**src/rtl/onehot_sequencer.sv**
```systemverilog
// onehot_sequencer: a one-hot position counter. It advances up or down through the window
// 0..last_i, can be loaded with an arbitrary position, and flags the wrap point.
//
// Parameters
//   width_p    number of one-hot positions (2..64)
//   init_pos_p position made hot by reset (0..width_p-1)
//
// Ports
//   clk_i      clock; all state updates on the rising edge
//   reset_i    synchronous active-high reset
//   en_i       advance one position this cycle
//   dir_i      0 = up (toward MSB), 1 = down (toward LSB)
//   last_i     terminal position of the active window, clamped to width_p-1
//   load_i     force the hot position to load_idx_i next cycle
//   load_idx_i position to load, clamped to width_p-1
//   count_o    registered one-hot state
//   idx_o      registered binary index of the hot bit (constant 0 unless enabled)
//   term_o     hot bit sits at the wrap point for the current dir_i
//   wrap_o     a rollover takes place at the coming edge
//
// Configuration
//   ONEHOT_SEQUENCER_BINIDX_EN  when defined, idx_o is a real index register;
//                               otherwise idx_o is tied to 0.

module onehot_sequencer #(
  parameter int unsigned width_p    = 8,
  parameter int unsigned init_pos_p = 0,
  localparam int unsigned idx_w     = $clog2(width_p)
) (
  input  logic               clk_i,
  input  logic               reset_i,
  input  logic               en_i,
  input  logic               dir_i,
  input  logic [idx_w-1:0]   last_i,
  input  logic               load_i,
  input  logic [idx_w-1:0]   load_idx_i,
  output logic [width_p-1:0] count_o,
  output logic [idx_w-1:0]   idx_o,
  output logic               term_o,
  output logic               wrap_o
);

  localparam logic [idx_w-1:0]   MaxPos     = idx_w'(width_p - 1);
  localparam logic [idx_w-1:0]   InitPos    = idx_w'(init_pos_p);
  localparam logic [idx_w-1:0]   OnePos     = idx_w'(1);
  localparam logic [width_p-1:0] InitOneHot = width_p'(1) << init_pos_p;

  logic [width_p-1:0] count_q, count_d;
  logic [idx_w-1:0]   pos;
  logic [idx_w-1:0]   eff_last;
  logic [idx_w-1:0]   eff_load;
  logic [idx_w-1:0]   next_pos;
  logic               term;

  // Encode the one-hot state; OR-ing indices is exact because only one bit is set.
  always_comb begin
    pos = '0;
    for (int i = 0; i < int'(width_p); i++) begin
      if (count_q[i]) begin
        pos = pos | idx_w'(i);
      end
    end
  end

  // last_i / load_idx_i can exceed the top position when width_p is not a power of two.
  assign eff_last = (last_i > MaxPos) ? MaxPos : last_i;
  assign eff_load = (load_idx_i > MaxPos) ? MaxPos : load_idx_i;

  assign term   = dir_i ? (pos == '0) : (pos == eff_last);
  assign term_o = term;
  assign wrap_o = en_i & term & ~load_i & ~reset_i;

  always_comb begin
    next_pos = pos;
    if (load_i) begin
      next_pos = eff_load;
    end else if (en_i) begin
      if (pos > eff_last) begin
        // Window shrank beneath the hot bit: restart at 0 (term is 0 here, so no wrap).
        next_pos = '0;
      end else if (!dir_i) begin
        next_pos = term ? '0 : pos + OnePos;
      end else begin
        next_pos = term ? eff_last : pos - OnePos;
      end
    end
    count_d           = '0;
    count_d[next_pos] = 1'b1;
  end

  always_ff @(posedge clk_i) begin
    if (reset_i) begin
      count_q <= InitOneHot;
    end else begin
      count_q <= count_d;
    end
  end

  assign count_o = count_q;

`ifdef ONEHOT_SEQUENCER_BINIDX_EN
  logic [idx_w-1:0] idx_q;

  always_ff @(posedge clk_i) begin
    if (reset_i) begin
      idx_q <= InitPos;
    end else begin
      idx_q <= next_pos;
    end
  end

  assign idx_o = idx_q;
`else
  assign idx_o = '0;
`endif

endmodule

```
**config.mk**
```make
export PLATFORM = sky130hd
export DESIGN_NAME = onehot_sequencer
export DESIGN_NICKNAME = d
export VERILOG_FILES = /design/src/rtl/onehot_sequencer.sv
export SDC_FILE = /design/constraint.sdc
export NUM_CORES = 1
export LEC_CHECK = 0
export ABC_AREA = 1
export CORE_MARGIN = 4
export CORE_UTILIZATION = 29
export CTS_CLUSTER_DIAMETER = 40
export DETAILED_ROUTE_END_ITERATION = 6
export PLACE_DENSITY_LB_ADDON = 0.3
export SKIP_CTS_REPAIR_TIMING = 1
export SYNTH_ARGS = -nofsm -noshare
export SYNTH_HDL_FRONTEND = slang
export SYNTH_SLANG_ARGS = --single-unit
export TNS_END_PERCENT = 1
```
**constraint.sdc**
```tcl
create_clock -name clk_i -period 2.5 [get_ports clk_i]
set_clock_uncertainty 0.15 [all_clocks]
set_input_delay 0.375 -clock clk_i [delete_from_list [all_inputs] [get_ports clk_i]]
set_output_delay 0.375 -clock clk_i [all_outputs]
set_load 0.02 [all_outputs]
```
==> impl_metrics.yaml <==
synth:
  netlist-cell-type-count: 28
  synth_sequential_area_ratio_pct: 20.6
  synth_top_area_cell: "dfxtp_1"
  yosys_warnings: 0
  synth_enable_flop_cells: 0
  avgSynthCellArea_um2: 7.05
  yosys-top-cells-area: "dfxtp_1 21%, nand2_1 12%, ha_1 9.7%"
  postSynth.asyncResetShare_pct: 0
  synth_seq_cells: 8
  synth_flop_cell: "dfxtp_1"
  synth_area_um2: 776
  portion_of_synthesized_cell_area_occupied_by_the_leading_cell_type_pct: 20.6
  yosys-top-cells-count: "25 x nand2_1, 11 x inv_1, 11 x nand2_2, 11 x nor2_1, 8 x dfxtp_1"
  post_synth_inst_count: 110
  synth_most_common_cell: "nand2_1"
cells_and_area:
  post-route-cell-area_mm2: 0.00114
  final_net_count: 164
  drive_above_1_share_pct: 35.9
  number_of_antenna_repair_diodes: 0
  largest_register_ffs: 8
  layout.core_utilization_pct: 45.1
  multi_input_area_um2: 556
  area.growth.synth_to_final_pct: 46.6
  fillCellCount: 260
  regArea_um2: 160
  finalNonFillerCells: 175
min_path:
  worst_hold_startpoint: "reset_i"
  worst_hold_endpoint: "count_o[0]"
  holdPathStages: 3
  hold_path_class: "in -> reg"
power_and_ir_drop:
  p_switching_w: 0.000278
  p_int_w: 0.000379
  power_frac_seq_pct: 22.1
  cell_pwr_density_mw_per_mm2: 577
  power.share.switching_pct: 42.3
  power_frac_clock_pct: 14.6
  leakage_nw: 0.570
  ir_worst_vdd_uv: 249
  power_frac_comb_pct: 63.3
place:
  place_area_mm2: 0.00110
  placed_cells_incl_taps: 172
  io_buffers: 20
  gpl_congestion: 0.778
  dp_hpwl_um: 1530
clock_network:
  clock_latency_late_sink_ns: 0.25
  cts_max_path_buffers: 2
  cts-root-buf: "clkbuf_4"
  ctsHtreeMaxLevel: 1
  numClockSinks: 8
  cts_tree: "done"
  number_of_buffers_added_by_the_clock_tree_synthesis_step: 3
  cts.reportedPaths.clkPinSlew_ns: 0.05
route:
  routed_wire_length_per_instance_um: 9.80
  vias: 751
  drt_drc_violations_left: 0
  detail_route.wirelength_um: 1720
  detail-route-antenna-nets: 0
  first_iter_violations: 11
  drt_pre_antenna_iters: 5
  post_drt_via_cell_ratio: 4.29
worst_setup_path:
  critical_path.max_stage_delay_ns: 0.48
  ff2ff_path_depth: 16
  cp_cell_sequence: "clkdlybuf4s50_1 > inv_1 > ha_1 > nand4_2 > nand2_4 > buf_4 > dlymetal6s2s_1"
  crit_reg_reg_endpoint: "count_o[7]"
  worst-endpoint-required_ns: 1.98
  worst_setup_path_start_kind: "input port"
  timing_worst_setup_path_type: "in -> out"
  maximum_fanout_encountered_on_the_critical_timing_path: 4
  rrSetupSlack_ns: 0.31
  critical_path.slowest_cell: "clkdlybuf4s50_1"
  regToRegStartpoint: "count_o[7]"
  endpoint_kind: "primary output"
  timing.critical_path.arrival_ns: 1.86
grt:
  gr_util_all_layers_pct: 11.0
  pin_count_of_the_biggest_net_entering_global_routing: 5
  number_of_global_route_vias_before_repair: 765
  grt_overflow_total: 0
  grt_pass1_wl_um: 2990
  grt_antenna_before_repair: 0
floorplan:
  floorplan.rows: 18
  floorplan.core_area_mm2: 0.00252
  floorplan.die.height_um: 59.7
  ioPinCount: 24
  start_util_pct: 30.8
  die_area_mm2: 0.00357
  floorplan.die.width_um: 59.7
timing:
  achievable-frequency_ghz: 0.419
  period_minus_slack_ns: 2.39
  setup_tns_ns: 0
  final_min_period_over_clock_period_pct: 95.5
  hold_violations: 0
  unrepaired_setup_endpoints_after_global_routing: "false"
  hold-worst-slack_ns: 0.653
  final-setup-viol-count: 0
  timing_max_transition_violations_final: 0
run:
  max-cap-violations: 0
outcome:
  status: "completed"
## power by group through the flow
stage                     sequential (W)  combinational, W   clock, W
after floorplan                 0.000160          0.000265          0
after global placement          0.000148          0.000407          0
after detailed placement        0.000148          0.000412          0
after CTS                       0.000145          0.000414  0.0000979
after global routing            0.000146          0.000466   0.000107
final                           0.000145          0.000416  0.0000960
## critical path, delay by kind of cell
family	cells	cell delay, ns
buf+inv	4	0.89
simple gates	2	0.28
fa+ha+maj	1	0.31
## placed cells by master (no fill, tap or decap), types with 2 or more instances in the layout
| master | n |
|---|---|
| a21oi_1 | 2 |
| nand2_2 | 11 |
| nor2_4 | 2 |
| ha_1 | 5 |
| nand3_2 | 2 |
| nor2_1 | 11 |
| clkbuf_4 | 3 |
| clkdlybuf4s50_1 | 18 |
| conb_1 | 3 |
| a21oi_2 | 2 |
| nand2_1 | 25 |
| inv_1 | 11 |
| nor2_2 | 2 |
| dfxtp_1 | 8 |
| nand3_1 | 6 |
| inv_2 | 5 |
| buf_4 | 14 |
## worst max-delay path by stage
stage	startpoint	to	slack [ns]	cells past startpoint
after floorplan	count_o[7]	wrap_o	0.18	7
after global placement	last_i[2]	wrap_o	-0.30	8
after detailed placement	last_i[2]	wrap_o	-0.32	8
after CTS	count_o[7]	wrap_o	-0.35	8
after global routing	count_o[7]	wrap_o	0.006	8
final	last_i[2]	term_o	0.11	7
## layer usage
metal	wire length, um	track usage [%]	vias up	part of all wire [%]
met4	42	5.70	0	2.4
li1	-	-	407	-
met3	92	1.94	4	5.4
met5	0	0	-	0
met1	755	13.5	316	44
met2	824	18.2	24	48
## through the flow
stage	total power (W)	setup WS [ns]
2_1_floorplan	0.000425	0.179
6_report	0.000657	0.111
3_3_place_gp	0.000555	-0.296
3_5_place_dp	0.000560	-0.325
4_1_cts	0.000658	-0.354
5_1_grt	0.000719	0.00565
## logic make-up (layout without fill, tap and decap cells)
| family | Yosys count | after routing | synth area share, % |
|---|---|---|---|
| flops | 8 | 8 | 20.6 |
| simple gates | 67 | 67 | 48.9 |
| buf+inv | 20 | 53 | 11.1 |
| fa+ha+maj | 6 | 6 | 9.68 |
| compound gates | 8 | 8 | 9.19 |
| other cells | 1 | 3 | 0.483 |
## final cells by class
| cell class | count | share of cell area [%] |
|---|---|---|
| Multi-Input combinational cell | 84 | 48.8 |
| Timing Repair Buffer | 33 | 26.2 |
| Sequential cell | 8 | 14.1 |
| Inverter | 17 | 5.61 |
| Tap cell | 30 | 3.30 |
| Clock buffer | 3 | 1.98 |
Note: power is estimated with default switching activity, not from simulation.
